## config.mk

```make
export PLATFORM = sky130hd
export DESIGN_NAME = regfile_wb_ctrl
export DESIGN_NICKNAME = d
export VERILOG_FILES = /design/src/rtl/regfile_pkg.sv /design/src/rtl/wb_fifo.sv /design/src/rtl/regfile_wb_ctrl.sv
export SDC_FILE = /design/constraint.sdc
export NUM_CORES = 1
export LEC_CHECK = 0
export ABC_AREA = 1
export BUFFER_PORTS_ARGS = -buffer_cell sky130_fd_sc_hd__buf_2
export CAP_MARGIN = 20
export CORE_MARGIN = 4
export CORE_UTILIZATION = 47
export DETAILED_ROUTE_END_ITERATION = 8
export PLACE_DENSITY_LB_ADDON = 0.3
export SYNTH_ARGS = -nofsm -noshare
export SYNTH_HDL_FRONTEND = slang
export SYNTH_SLANG_ARGS = --single-unit
```

## constraint.sdc

```tcl
create_clock -name clk -period 2.77 [get_ports clk]
set_input_delay 0.4155 -clock clk [delete_from_list [all_inputs] [get_ports clk]]
set_output_delay 0.4155 -clock clk [all_outputs]
set_load 0.03 [all_outputs]
```

## src/rtl/regfile_pkg.sv

```systemverilog
// Shared widths and the writeback request record used by the regfile write-side controller.
package regfile_pkg;

    localparam int REG_AW = 5;
    localparam int REG_DW = 32;

    typedef struct packed {
        logic [REG_AW-1:0] addr;
        logic [REG_DW-1:0] data;
    } wb_req_t;

endpackage

```

## src/rtl/wb_fifo.sv

```systemverilog
// Synchronous FIFO of writeback requests; extra pointer MSB separates full from empty on wrap.
module wb_fifo
    import regfile_pkg::*;
#(
    parameter int DEPTH = 4
) (
    input  logic    clk,
    input  logic    reset,
    input  logic    push,
    input  wb_req_t push_req,
    input  logic    pop,
    output wb_req_t head,
    output logic    full,
    output logic    empty
);

    localparam int PW = $clog2(DEPTH);

    wb_req_t    mem [DEPTH];
    logic [PW:0] wr_ptr;
    logic [PW:0] rd_ptr;

    always_ff @(posedge clk) begin
        if (reset) begin
            wr_ptr <= '0;
            rd_ptr <= '0;
        end else begin
            if (push) wr_ptr <= wr_ptr + 1'b1;
            if (pop)  rd_ptr <= rd_ptr + 1'b1;
        end
    end

    always_ff @(posedge clk) begin
        if (push) mem[wr_ptr[PW-1:0]] <= push_req;
    end

    assign head  = mem[rd_ptr[PW-1:0]];
    assign empty = (wr_ptr == rd_ptr);
    assign full  = (wr_ptr[PW] != rd_ptr[PW]) && (wr_ptr[PW-1:0] == rd_ptr[PW-1:0]);

endmodule

```

## src/rtl/regfile_wb_ctrl.sv

```systemverilog
// Write-port arbiter for the register file: unbuffered ALU path A, FIFO-buffered path B,
// registered write strobe and a busy scoreboard of pending destinations. AW/DW must match the package.
module regfile_wb_ctrl
    import regfile_pkg::*;
#(
    parameter int DW         = REG_DW,
    parameter int AW         = REG_AW,
    parameter int FIFO_DEPTH = 4
) (
    input  logic             clk,
    input  logic             reset,
    input  logic             a_valid,
    output logic             a_ready,
    input  logic [AW-1:0]    a_addr,
    input  logic [DW-1:0]    a_data,
    input  logic             b_valid,
    output logic             b_ready,
    input  logic [AW-1:0]    b_addr,
    input  logic [DW-1:0]    b_data,
    input  logic             alloc_valid,
    input  logic [AW-1:0]    alloc_addr,
    output logic             alloc_err,
    output logic [2**AW-1:0] busy,
    output logic             we3,
    output logic [AW-1:0]    wa3,
    output logic [DW-1:0]    wd3
);

    localparam int NR = 2**AW;

    logic    fifo_full;
    logic    fifo_empty;
    logic    fifo_push;
    logic    fifo_pop;
    wb_req_t fifo_head;
    wb_req_t b_req;
    logic    grant;
    wb_req_t grant_req;
    logic    alloc_hit;
    logic [NR-1:0] busy_nxt;

    assign b_req     = {b_addr, b_data};
    assign a_ready   = !reset && !fifo_full;
    assign b_ready   = !reset && !fifo_full;
    assign fifo_push = b_valid && b_ready;

    wb_fifo #(.DEPTH(FIFO_DEPTH)) u_fifo (
        .clk      (clk),
        .reset    (reset),
        .push     (fifo_push),
        .push_req (b_req),
        .pop      (fifo_pop),
        .head     (fifo_head),
        .full     (fifo_full),
        .empty    (fifo_empty)
    );

    // A full FIFO drains ahead of A so that a continuously busy ALU cannot starve path B.
    always_comb begin
        grant     = 1'b0;
        grant_req = '0;
        fifo_pop  = 1'b0;
        if (!reset) begin
            if (fifo_full && a_valid) begin
                grant     = 1'b1;
                grant_req = fifo_head;
                fifo_pop  = 1'b1;
            end else if (a_valid) begin
                grant     = 1'b1;
                grant_req = {a_addr, a_data};
            end else if (!fifo_empty) begin
                grant     = 1'b1;
                grant_req = fifo_head;
                fifo_pop  = 1'b1;
            end
        end
    end

    always_ff @(posedge clk) begin
        if (reset) begin
            we3 <= 1'b0;
            wa3 <= '0;
            wd3 <= '0;
        end else begin
            we3 <= grant && (grant_req.addr != '0);
            if (grant) begin
                wa3 <= grant_req.addr;
                wd3 <= grant_req.data;
            end
        end
    end

    // Set beats clear when alloc and the committing write name the same register.
    always_comb begin
        busy_nxt = '0;
        for (int r = 1; r < NR; r++) begin
            busy_nxt[r] = (busy[r] && !(we3 && (wa3 == AW'(r))))
                        || (alloc_valid && (alloc_addr == AW'(r)));
        end
    end

    assign alloc_hit = alloc_valid && (alloc_addr != '0) && busy[alloc_addr];

    always_ff @(posedge clk) begin
        if (reset) begin
            busy      <= '0;
            alloc_err <= 1'b0;
        end else begin
            busy      <= busy_nxt;
            alloc_err <= alloc_hit;
        end
    end

endmodule
```

# Word level (Yosys, flattened, before mapping)
# Memory sizes are Yosys's and may differ from the RTL's. A register that Yosys moved wholly into a read port is not among the register bits.
# Index checks and enable logic that the tools add are counted.
# Widths: inputs -> output; s select.
# totals
register_bits	77
elab_cells	260
output_inout_bits	73
in_bits	84
mem_count	1
ramBits	148
# classes
n_eq_ne	65
n_addsub	2
n_mux	17
n_reduce_logical	166
n_lt_le_gt_ge	1
# memory_table
memory	depth	width	rd	rd_clocked_by_memory_dff	wr	line_no	source
u_fifo.mem	4	37	1	1	1	wb_fifo.sv:19	wb_req_t mem [DEPTH];
# ops
cell	n
$eq 5x5->1 const B	32
$mux 37	4
$logic_and 1x1->1	100
$eq 5x4->1 const B	16
$eq 5x3->1 const B	8
$logic_not 1->1	33
$logic_or 1x1->1	31
$eq 5x2->1 const B	4
$eq 5x1->1 const B	2
$mux 1	10
$reduce_bool 5->1	2
$add 3x1->3 const B	2
$lt 5x6->1 const B	1
$bmux 1 s5	1
$mux 2	2
$eq 3x3->1	1
$eq 2x2->1	1
$ne 1x1->1	1

# Depth between registers and ports, before layout
# Gate-level depths: netlist of run 1.
# depth
word_depth	7
ltp_mapped	12
depth_no_buf	11

# Cells and area by module
# Synthesis of run 1 repeated with hierarchy kept, for this count alone.
# hier_totals
cells_unflattened	1004
area_unflattened_um2	9631.7
# modules_own_cells
module	instances	cells_each	area_each_um2
wb_fifo	1	484	6204.7
regfile_wb_ctrl	1	520	3427.0

# Worst setup path after synthesis of run 1
# No wires, ideal clock.
# synth_path
path_type	in2reg
start	in reset
end	mem u_fifo.mem[3][0] in the netlist's numbering (enable)
setup_slack_ps	-159
cell_stages	4
setup_ps	433
n_path_buf	1
required_ps	2337
arrival_ps	2496
path_cell_list	clkbuf_1 inv_2 nand3_2 nor2_1
# synth_via
elab_chain_len	5
# synth_rtl
element	line_no	source
start: declaration	regfile_wb_ctrl.sv:11	input logic reset,
$logic_not 1->1	--	
$logic_and 1x1->1	regfile_wb_ctrl.sv:44	assign b_ready = !reset && !fifo_full;
$logic_and 1x1->1	regfile_wb_ctrl.sv:45	assign fifo_push = b_valid && b_ready;
$mux 1	wb_fifo.sv:34	if (push) mem[wr_ptr[PW-1:0]] <= push_req;
$mux 1 (not written as such)	wb_fifo.sv:34	
end: declaration	wb_fifo.sv:19	
# No other way between the ends.

# Final worst setup path of run 1
# layout_path
start	reg u_fifo.wr_ptr[1]
end	mem u_fifo.mem[2][21] in the netlist's numbering (enable)
# layout_via
elab_chain_len	7
# layout_rtl
element	line_no	source
start: declaration	wb_fifo.sv:20	logic [PW:0] wr_ptr;
start signal: assignment	wb_fifo.sv:28	if (push) wr_ptr <= wr_ptr + 1'b1;
$eq 2x2->1	wb_fifo.sv:39	assign full = (wr_ptr[PW] != rd_ptr[PW]) && (wr_ptr[PW-1:0] == rd_ptr[PW-1:0]);
$logic_and 1x1->1	wb_fifo.sv:39	
$logic_not 1->1	regfile_wb_ctrl.sv:44	
$logic_and 1x1->1	regfile_wb_ctrl.sv:44	
$logic_and 1x1->1	regfile_wb_ctrl.sv:45	
$mux 1	wb_fifo.sv:34	
$mux 1 (not written as such)	wb_fifo.sv:34	
# Several ways; a longest one is shown, not always the timed one.

==> results of run 1 <==
==> power by group <==
part           internal [mW]  switching (mW)
sequential              3.87           0.145
combinational          0.867            1.99
clock                   2.00            1.22
==> worst max-delay path, delay by kind of cell, from the launching register on <==
| kind | cells | cell delay [ns] |
|---|---|---|
| and+or+nand+nor | 5 | 1.30 |
| DFF | 1 | 0.39 |
| buffers and inverters | 2 | 0.51 |
==> stage by stage <==
step | utilization, % | power (mW) | hold WS [ns]
floorplan | - | 6.144 | 0.4725
CTS | 57.26 | 10.19 | 0.1158
global placement | 53.20 | 6.930 | 0.4578
detailed placement | 53.20 | 6.972 | 0.4595
finish | 57.27 | 10.09 | 0.1351
global route | 57.27 | 10.68 | 0.1197
==> placed cells by master, fill, tap and decap left out, types with 4 or more instances in the layout <==
cell	count
nand2_1	223
dfxtp_1	77
nor2_4	6
nand3_1	39
ha_1	5
bufinv_16	4
clkbuf_16	23
o21ai_1	17
nor2_1	119
inv_1	62
o22a_1	22
clkbuf_1	4
inv_2	5
o22ai_1	10
a21oi_1	38
buf_4	14
buf_2	155
edfxtp_1	148
a22oi_1	8
o21ai_0	122
or2_2	6
clkbuf_8	4
==> Yosys cell counts (all sizes together) <==
master / number / area share, %
a21oi: 38 / 2.0
o22ai: 10 / 0.67
or2: 6 / 0.40
o21ai: 139 / 7.4
ha: 5 / 0.67
edfxtp: 148 / 47
clkbuf: 24 / 0.96
and3: 1 / 0.067
inv: 67 / 2.7
nor2: 125 / 5.1
buf: 25 / 1.5
o21bai: 1 / 0.080
nand4: 3 / 0.20
a22oi: 8 / 0.64
conb: 1 / 0.040
o31ai: 1 / 0.080
nand2: 225 / 9.0
o22a: 22 / 2.0
nand3: 42 / 2.4
xnor2: 1 / 0.17
dfxtp: 78 / 17
==> kinds of logic after synthesis <==
family	share of synthesized area [%]
flip-flops	63.85
buffers and inverters	5.108
other	0.03987
AND/OR/NAND/NOR	17.24
XOR/XNOR	0.1730
AO/OA/AOI/OAI	12.93
adder cells (fa/ha/maj)	0.6651
==> sequential cells by signal, indices dropped and copies added, names as in the netlist, named ones only <==
signal	flops
u_fifo.mem	148
busy	31
u_fifo.rd_ptr	3
u_fifo.wr_ptr	3
we3	1
alloc_err	1
wa3	5
wd3	32
==> worst max-delay path by stage <==
stage | startpoint | to | slack, ns | cells after the start
after floorplan | reset | u_fifo.mem[0][0] | -0.14 | 4
after global placement | u_fifo.wr_ptr[1] | u_fifo.mem[2][12] | 0.30 | 7
after detailed placement | u_fifo.wr_ptr[1] | u_fifo.mem[2][11] | 0.22 | 7
after CTS | u_fifo.wr_ptr[1] | u_fifo.mem[2][1] | 0.21 | 7
after global routing | u_fifo.wr_ptr[1] | u_fifo.mem[2][21] | 0.05 | 7
final | u_fifo.wr_ptr[1] | u_fifo.mem[2][21] | 0.24 | 7
==> final cells by class <==
cell class	count	area share, %
Inverter	67	2.242
Sequential cell	226	53.54
Clock inverter	10	1.338
Timing Repair Buffer	169	7.851
Tap cell	265	2.955
Clock buffer	31	5.754
Antenna cell	1	0.02230
Multi-Input combinational cell	628	26.30
==> metal layers <==
| layer | wire (um) | global-route usage (%) |
|---|---|---|
| met3 | 1719 | 3.998 |
| met4 | 374 | 4.989 |
| met1 | 9648 | 26.42 |
| met2 | 10970 | 34.84 |
| met5 | 35 | 0 |
==> impl_metrics.ini, run 1 <==
[clock_tree]
postCtsSetupBuffers = 0
cts_sinks = 226
cts_hold_buf = 0
clock_path_buffers = 3
cts_root_buf = clkbuf_16
ctsHtreeMaxLevel = 1
cts_resized = 0
path_clk_slew_ns = 0.06
clock_latency_ns = 0.49
tritoncts = done
cts_buffers = 23

[floorplan]
rows = 51
io_pins = 157
coreArea_sq_mm = 0.01959
initial_core_util_pct = 48.02
die_x_um = 149.5
die_h_um = 149.5
die-area_sq_mm = 0.02234

[worst_setup_path]
slowest_stage = nor2_4
regToRegEndpoint = u_fifo.mem[2][21]
cp.arrival_ns = 2.71
path_max_fanout = 22
rr_worst_depth = 7
worst_setup_path_start_kind = register
cp.required_ns = 2.94
crit_type = reg2reg
crit_chain = inv_1 -> nand2_1 -> nand2_1 -> nand3_2 -> nand3_2 -> nor2_4 -> buf_4
regToRegStartpoint = u_fifo.wr_ptr[1]
max_stage_delay_ns = 0.68
rrSetupSlack_ns = 0.24
cp-end-kind = register

[detailed_routing]
vias_per_cell = 5.202
final_antenna_net_count = 0
vias = 7267
drt_drc_violations_left = 0
wl_per_cell_um = 16.29
drtIter0Drc = 512
drt-total-wl_um = 22750
first_pass_iters = 5

[placed_design]
placed_cells = 1355
pre_cts_slack_ns = 0.2201
dpl_cell_area_sq_mm = 0.01042
dpl.hpwl_um = 14790
port-buffer-count = 155
gp_congestion = 0.8741

[timing]
max-slew-margin-rel_pct = 46.02
finalClockSkew_ns = 0.01118
rsz0062_at_grt = no
worst_slew_pin_slew_ns = 0.8085
fin_tns_setup_ns = 0
max_freq_ghz = 0.3945
finalSetupViolCount = 0
finalMaxSlewViolations = 0
fin_crit_ns = 2.535
hold_viol = 0
fin_crit_sh_pct = 91.51
timing.final.ws_setup_ns = 0.2350

[global_route]
overflow = 0
grt_max_degree = 77
grt_pass1_wl_um = 36190
grt_util_all_layers_pct = 20.21
grt_pass1_vias = 7068
antenna_found_initial = 5

[finish]
nets = 1204
seqCellArea_sq_mm = 0.006007
n_fill_cell = 1724
syn2layout_area_growth_pct = 19.27
fin_cells = 1397
final_area_sq_mm = 0.01122
drive_above_1_share_pct = 20.16
multi_input_area_sq_mm = 0.002950

[synthesis]
syn_inst = 970
syn_nets = 1059
yosys_warnings = 0
seq_area_frac_synth_pct = 63.85
synth_area_per_cell_sq_um = 9.697
synthesis.area_sq_mm = 0.009407
ys_types = 29
synth_seq_cells = 226

[power]
p_leak_nw = 4.639
worst_ir_drop_vdd_uv = 593.9
powerDensity_mw_per_mm2 = 899.6

[worst_hold_path]
min_from = b_data[16]
hp-class = in2reg
hold_path_end = u_fifo.mem[0][16]
min_delay_path_depth = 1

[status]
status = completed

[job]
max-cap-violations = 0
(Power assumes the default switching activity.)
==> run 2: changes to the inputs <==
SYNTH_HIERARCHICAL = 1   (was unset)
==> run 2 against run 1 <==
Synthesized cell count grew 3.5%; wire length is 3.1% higher; die area is 2.3% higher; global-route usage is 0.16 points higher; final area grew 2.0%; hold slack lost 0.032 ns; register-to-register slack improved by 0.20 ns; utilization decreased by 0.52 points; sequential share of layout area decreased by 1.0 points; via count is 3.0% higher; worst setup slack better by 0.20 ns; largest cell class unchanged.
==> impl_metrics.ini, run 2 <==
[status]
status = completed

[synthesis]
synth_top_cell_by_area = edfxtp_1
synth-simple-area-share_pct = 15.59
syn_nets = 1093
synthAdderAreaFrac_pct = 0.6495
seq_area_frac_synth_pct = 62.35
synth.area.mux_share_pct = 0
synth.most_common_cell = nand2_1
syn_inst = 1004
async_flop_share_pct = 0
synth-main-ff-cell = edfxtp_1
yosys_warnings = 6
netlist_top_cells_count = nand2_1, edfxtp_1, inv_1
ys_types = 28
synth_seq_cells = 226
netlist.area_leader.share_pct = 46.14
ys_top_cells_by_area = edfxtp_1, dfxtp_1, nand2_1
synth_compound_area_share_pct = 13.45
synth_area_per_cell_sq_um = 9.593
synth_xor_xnor_area_share_pct = 0.2728
synth_top_family_by_area = simple AND/OR/NAND/NOR gates
synthesis.area_sq_mm = 0.009632
synth-edff-count = 148

[power]
p_leak_nw = 4.751
powerDensity_mw_per_mm2 = 703.3
worst_ir_drop_vdd_uv = 525.9

[finish]
syn2layout_area_growth_pct = 18.84
utilization_pct = 56.75
drive_above_1_share_pct = 19.28
largest_reg_flops = 148
final_common_cell = nand2_1
nets = 1233
final_cell_mix = nand2_1, buf_2, edfxtp_1
n_fill_cell = 1818

[placed_design]
port-buffer-count = 155
gp_congestion = 0.8985
dpl.hpwl_um = 15460

[timing]
rsz0062_at_grt = no
hold_viol = 0
finalMaxSlewViolations = 0
hold_slack_ns = 0.1027
finalClockSkew_ns = 0.01247
finalSetupViolCount = 0
worst_slew_pin_slew_ns = 0.9499
fin_tns_setup_ns = 0
max_freq_ghz = 0.4288
fin_crit_ns = 2.332
fin_crit_sh_pct = 84.18
max-slew-margin-rel_pct = 36.67

[worst_setup_path]
cp-end-kind = register
crit_type = reg2reg
worst_setup_path_start_kind = register
cp.arrival_ns = 2.72
cp.required_ns = 3.16
path_max_fanout = 19
regToRegStartpoint = u_fifo/wr_ptr[0]
startpoint = u_fifo/wr_ptr[0]

[floorplan]
coreArea_sq_mm = 0.02017
rows = 52
die_x_um = 151.2
io_pins = 157
die-area_sq_mm = 0.02285
initial_core_util_pct = 47.75
die_h_um = 151.2

[clock_tree]
cts_hold_buf = 0
cts_resized = 0
cts_buffers = 24
postCtsSetupBuffers = 0
ctsHtreeMaxLevel = 1
cts_root_buf = clkbuf_16
cts_sinks = 226
path_clk_slew_ns = 0.06
clock_path_buffers = 3
tritoncts = done
clock_latency_ns = 0.52

[worst_hold_path]
min_from = b_data[15]
hp-class = in2reg

[detailed_routing]
drtIter0Drc = 528
drt_drc_violations_left = 0
drt-total-wl_um = 23450
vias_per_cell = 5.220
vias = 7486
final_antenna_net_count = 0
wl_per_cell_um = 16.35
first_pass_iters = 5

[global_route]
grt_max_degree = 98
grt_pass1_vias = 7161
overflow = 0
antenna_found_initial = 4
grt_util_all_layers_pct = 20.37
grt_pass1_wl_um = 36860

[job]
max-cap-violations = 0
[run 2: cell types whose count changed after synthesis, moves of 12 or more]
cell	delta
o21ai_0	-53
o211ai_1	+74
o22a_1	-22
o21ai_1	-15
nand2_1	+84
inv_1	+50
a31oi_1	+30
nor2_1	-78
nand3_1	-20
clkbuf_1	-12
[run 2: cells by family after synthesis]
| logic type | Yosys count |
|---|---|
| buffers and inverters | 174 |
| XOR/XNOR | 3 |
| flip-flops | 226 |
| AND/OR/NAND/NOR | 382 |
| AO/OA/AOI/OAI | 213 |
| adder cells (fa/ha/maj) | 5 |
| other | 1 |
[run 2: path summary, 6_finish.rpt]
path                            end  slack (ns)  cells after the start
hold reg to reg             wd3[25]        0.49                      2
setup / recovery            wd3[30]        0.44                     11
setup reg to reg            wd3[30]        0.44                     11
hold / removal    u_fifo/mem[2][15]        0.10                      1
[run 2: worst max-delay path, cell delays in order (launching register included)]
cell and delay, ns:
dfxtp_1 0.34, inv_1 0.14, nand2_1 0.07, nand2_1 0.05, nand2_1 0.07, nor2_1 0.17, inv_1 0.06, nand2_1 0.15
clkinv_1 0.54, buf_4 0.43, nand2_1 0.09, a31oi_1 0.10
[run 2: final cells by class]
class	instances	area, sq um	share of cell area (%)
diodes	2	5.005	0.04373
flip-flops and latches	226	6010	52.50
clock inverters	12	148.9	1.301
well taps	270	337.8	2.951
repair buffers	167	940.9	8.220
clock buffers	32	660.6	5.772
inverters	121	454.2	3.968
multi-input cells	604	2889	25.24
[run 2: metal layers]
metal / global-route usage (%) / share of wire (%) / wire length [um] / vias to the layer above
met2: 33.60 / 47 / 10950 / 294
met5: 0 / 0.14 / 34 / -
met3: 4.399 / 8.9 / 2085 / 45
met1: 27.55 / 42 / 9844 / 3489
li1: - / - / - / 3652
met4: 5.304 / 2.3 / 539 / 6
[run 2: per-stage QoR]
stage	total power [mW]	worst slack, ns	cell area (sq um)	cells
detailed placement	4.866	0.4702	10630	1388
finish	8.050	0.4381	11450	1434
CTS	8.108	0.4379	11440	1432
global placement	4.850	0.5279	10630	1388
global route	8.363	0.1727	11440	1433
floorplan	4.527	0.4714	9632	1004
[run 2: report_power, final]
group | total (mW) | switching (mW) | internal (mW)
clock network | 3.25 | 1.29 | 1.96
logic | 0.957 | 0.675 | 0.282
registers | 3.84 | 0.110 | 3.73
==> run 3: changes to the inputs <==
clock period = 2.1 ns   (was 2.77 ns; I/O delays follow)
==> run 3 against run 2 <==
Combinational power up 38%; power rose by 28%; via count shrank 0.71%; global-route usage down 0.43 points; clock-buffer cell count up 4; non-clock buffer count is 13 higher; clock skew is 0.0012 ns lower; register-to-register slack got worse by 0.23 ns; final cell count up 0.70%; sequential power increased by 31%; sequential cell count is the same; largest cell class unchanged.
==> impl_metrics.ini, run 3 (synthesis gave the netlist of run 2 again) <==
[status]
status = completed

[timing]
fin_tns_setup_ns = 0
timing.final.ws_setup_ns = 0.1093
finalSetupViolCount = 0
finalClockSkew_ns = 0.01124
hold_viol = 0
finalMaxSlewViolations = 0
max_freq_ghz = 0.5023
fin_crit_ns = 1.991
worst_slew_pin_slew_ns = 0.6624
max-slew-margin-rel_pct = 55.84
rsz0062_at_grt = yes
fin_crit_sh_pct = 94.80

[clock_tree]
postCtsSetupBuffers = 0
tritoncts = done
path_clk_slew_ns = 0.06
cts_buffers = 23
clock_latency_ns = 0.51
ctsHtreeMaxLevel = 1
cts_sinks = 226
cts_root_buf = clkbuf_16
clock_path_buffers = 3

[finish]
final_cell_mix = nand2_1, buf_2, edfxtp_1
final_common_cell = nand2_1
syn2layout_area_growth_pct = 19.76
drive_above_1_share_pct = 20.29
n_fill_cell = 1770
largest_reg_flops = 148
fin_cells = 1444
nets = 1245

[job]
max-cap-violations = 0

[floorplan]
die_h_um = 151.2
io_pins = 157
die-area_sq_mm = 0.02285
rows = 52
die_x_um = 151.2
initial_core_util_pct = 47.75
coreArea_sq_mm = 0.02017

[power]
worst_ir_drop_vdd_uv = 656.7
p_leak_nw = 4.757
powerDensity_mw_per_mm2 = 893.7

[worst_setup_path]
crit_chain = inv_1 -> nand2_1 -> nand2_1 -> nand2_1 -> nor2_1 -> buf_4 -> nor2_2 -> buf_4
rr_worst_depth = 10
cp.arrival_ns = 1.68
max_stage_delay_ns = 0.35
rrSetupSlack_ns = 0.21
cp.required_ns = 1.78
path_depth = 8
cp-end-kind = output pin
regToRegEndpoint = u_fifo/mem[2][29]
crit_path_end = a_ready
cp_top_family = buffers and inverters
path_max_fanout = 5
crit_top_cell = nand2_1
regToRegStartpoint = u_fifo/wr_ptr[0]
crit_buf_inv = 3
crit_type = reg2out
startpoint = u_fifo/wr_ptr[0]
worst_setup_path_start_kind = register
slowest_stage = dfxtp_2

[placed_design]
gp_congestion = 0.9444
dpl.hpwl_um = 15570
placed_cells = 1400
pre_cts_slack_ns = 0.1735
port-buffer-count = 155

[detailed_routing]
vias_per_cell = 5.148
drt_drc_violations_left = 0
drtIter0Drc = 479
wl_per_cell_um = 16.04
vias = 7433
final_antenna_net_count = 0
drt-total-wl_um = 23160
first_pass_iters = 6

[global_route]
grt_util_all_layers_pct = 19.94
antenna_found_initial = 1
grt_pass1_vias = 7077
overflow = 0
grt_max_degree = 66
grt_pass1_wl_um = 35880

[worst_hold_path]
hp-class = in2reg
==> run 3: cell count changes in the layout (fill, tap and decap cells not counted), sizes merged <==
cell         before  now
bufinv            3    1
clkinv            9    3
clkinvlp          1    5
diode             2    1
inv             120  118
buf             167  179
dlygate4sd3       0    1
clkbuf           32   36
==> run 3: worst min path at each step <==
stage / cells past startpoint / start / to / slack (ns)
detailed placement: 2 / wd3[25] / wd3[25] / 0.46
global route: 1 / b_data[30] / u_fifo/mem[0][30] / 0.009
floorplan: 1 / reset / register / 0.39
global placement: 2 / wd3[25] / wd3[25] / 0.46
finish: 1 / b_data[5] / u_fifo/mem[0][5] / 0.02
CTS: 1 / b_data[5] / u_fifo/mem[0][5] / 0.005
==> run 3: power by group <==
part           switching, mW  internal [mW]  total (mW)
Combinational          0.907          0.410        1.32
Sequential             0.123           4.92        5.04
Clock                   1.62           2.33        3.95
==> run 3: area by class of cell <==
type / count / area (sq um) / area share, %
antenna: 1 / 2.502 / 0.02169
clock buffer: 36 / 674.4 / 5.847
clock inverter: 6 / 61.31 / 0.5315
inverter: 121 / 469.2 / 4.068
multi-input combinational: 604 / 2892 / 25.07
sequential: 226 / 6011 / 52.11
tap: 270 / 337.8 / 2.929
timing repair buffer: 180 / 1087 / 9.426
==> run 3: layer usage <==
layer | routed length (um) | up-vias | GRT usage [%] | share of wire [%]
met5 | 13 | - | 0 | 0.056
met4 | 469 | 2 | 5.258 | 2.0
met3 | 1881 | 36 | 4.159 | 8.1
met2 | 10960 | 282 | 33.56 | 47
met1 | 9830 | 3441 | 26.44 | 42
li1 | - | 3672 | - | -
==> run 3: repair_timing <==
item / in CTS / in global routing
hold buffers: 1 / 0
endpoints found under the setup margin: 2 / 15
hold endpoints to repair: 2 / 0
cloned: 0 / 0
gates resized for setup: 3 / 3
==> run 3: metrics by stage <==
| stage | area, sq um | utilization [%] | power, mW | hold WS (ns) |
|---|---|---|---|---|
| after detailed placement | 10770 | 53.42 | 6.448 | 0.4605 |
| after floorplan | 9647 | - | 5.973 | 0.3874 |
| after CTS | 11530 | 57.15 | 10.38 | 0.005013 |
| after global placement | 10770 | 53.42 | 6.433 | 0.4591 |
| after global routing | 11530 | 57.18 | 10.73 | 0.008584 |
| final | 11530 | 57.19 | 10.31 | 0.01807 |
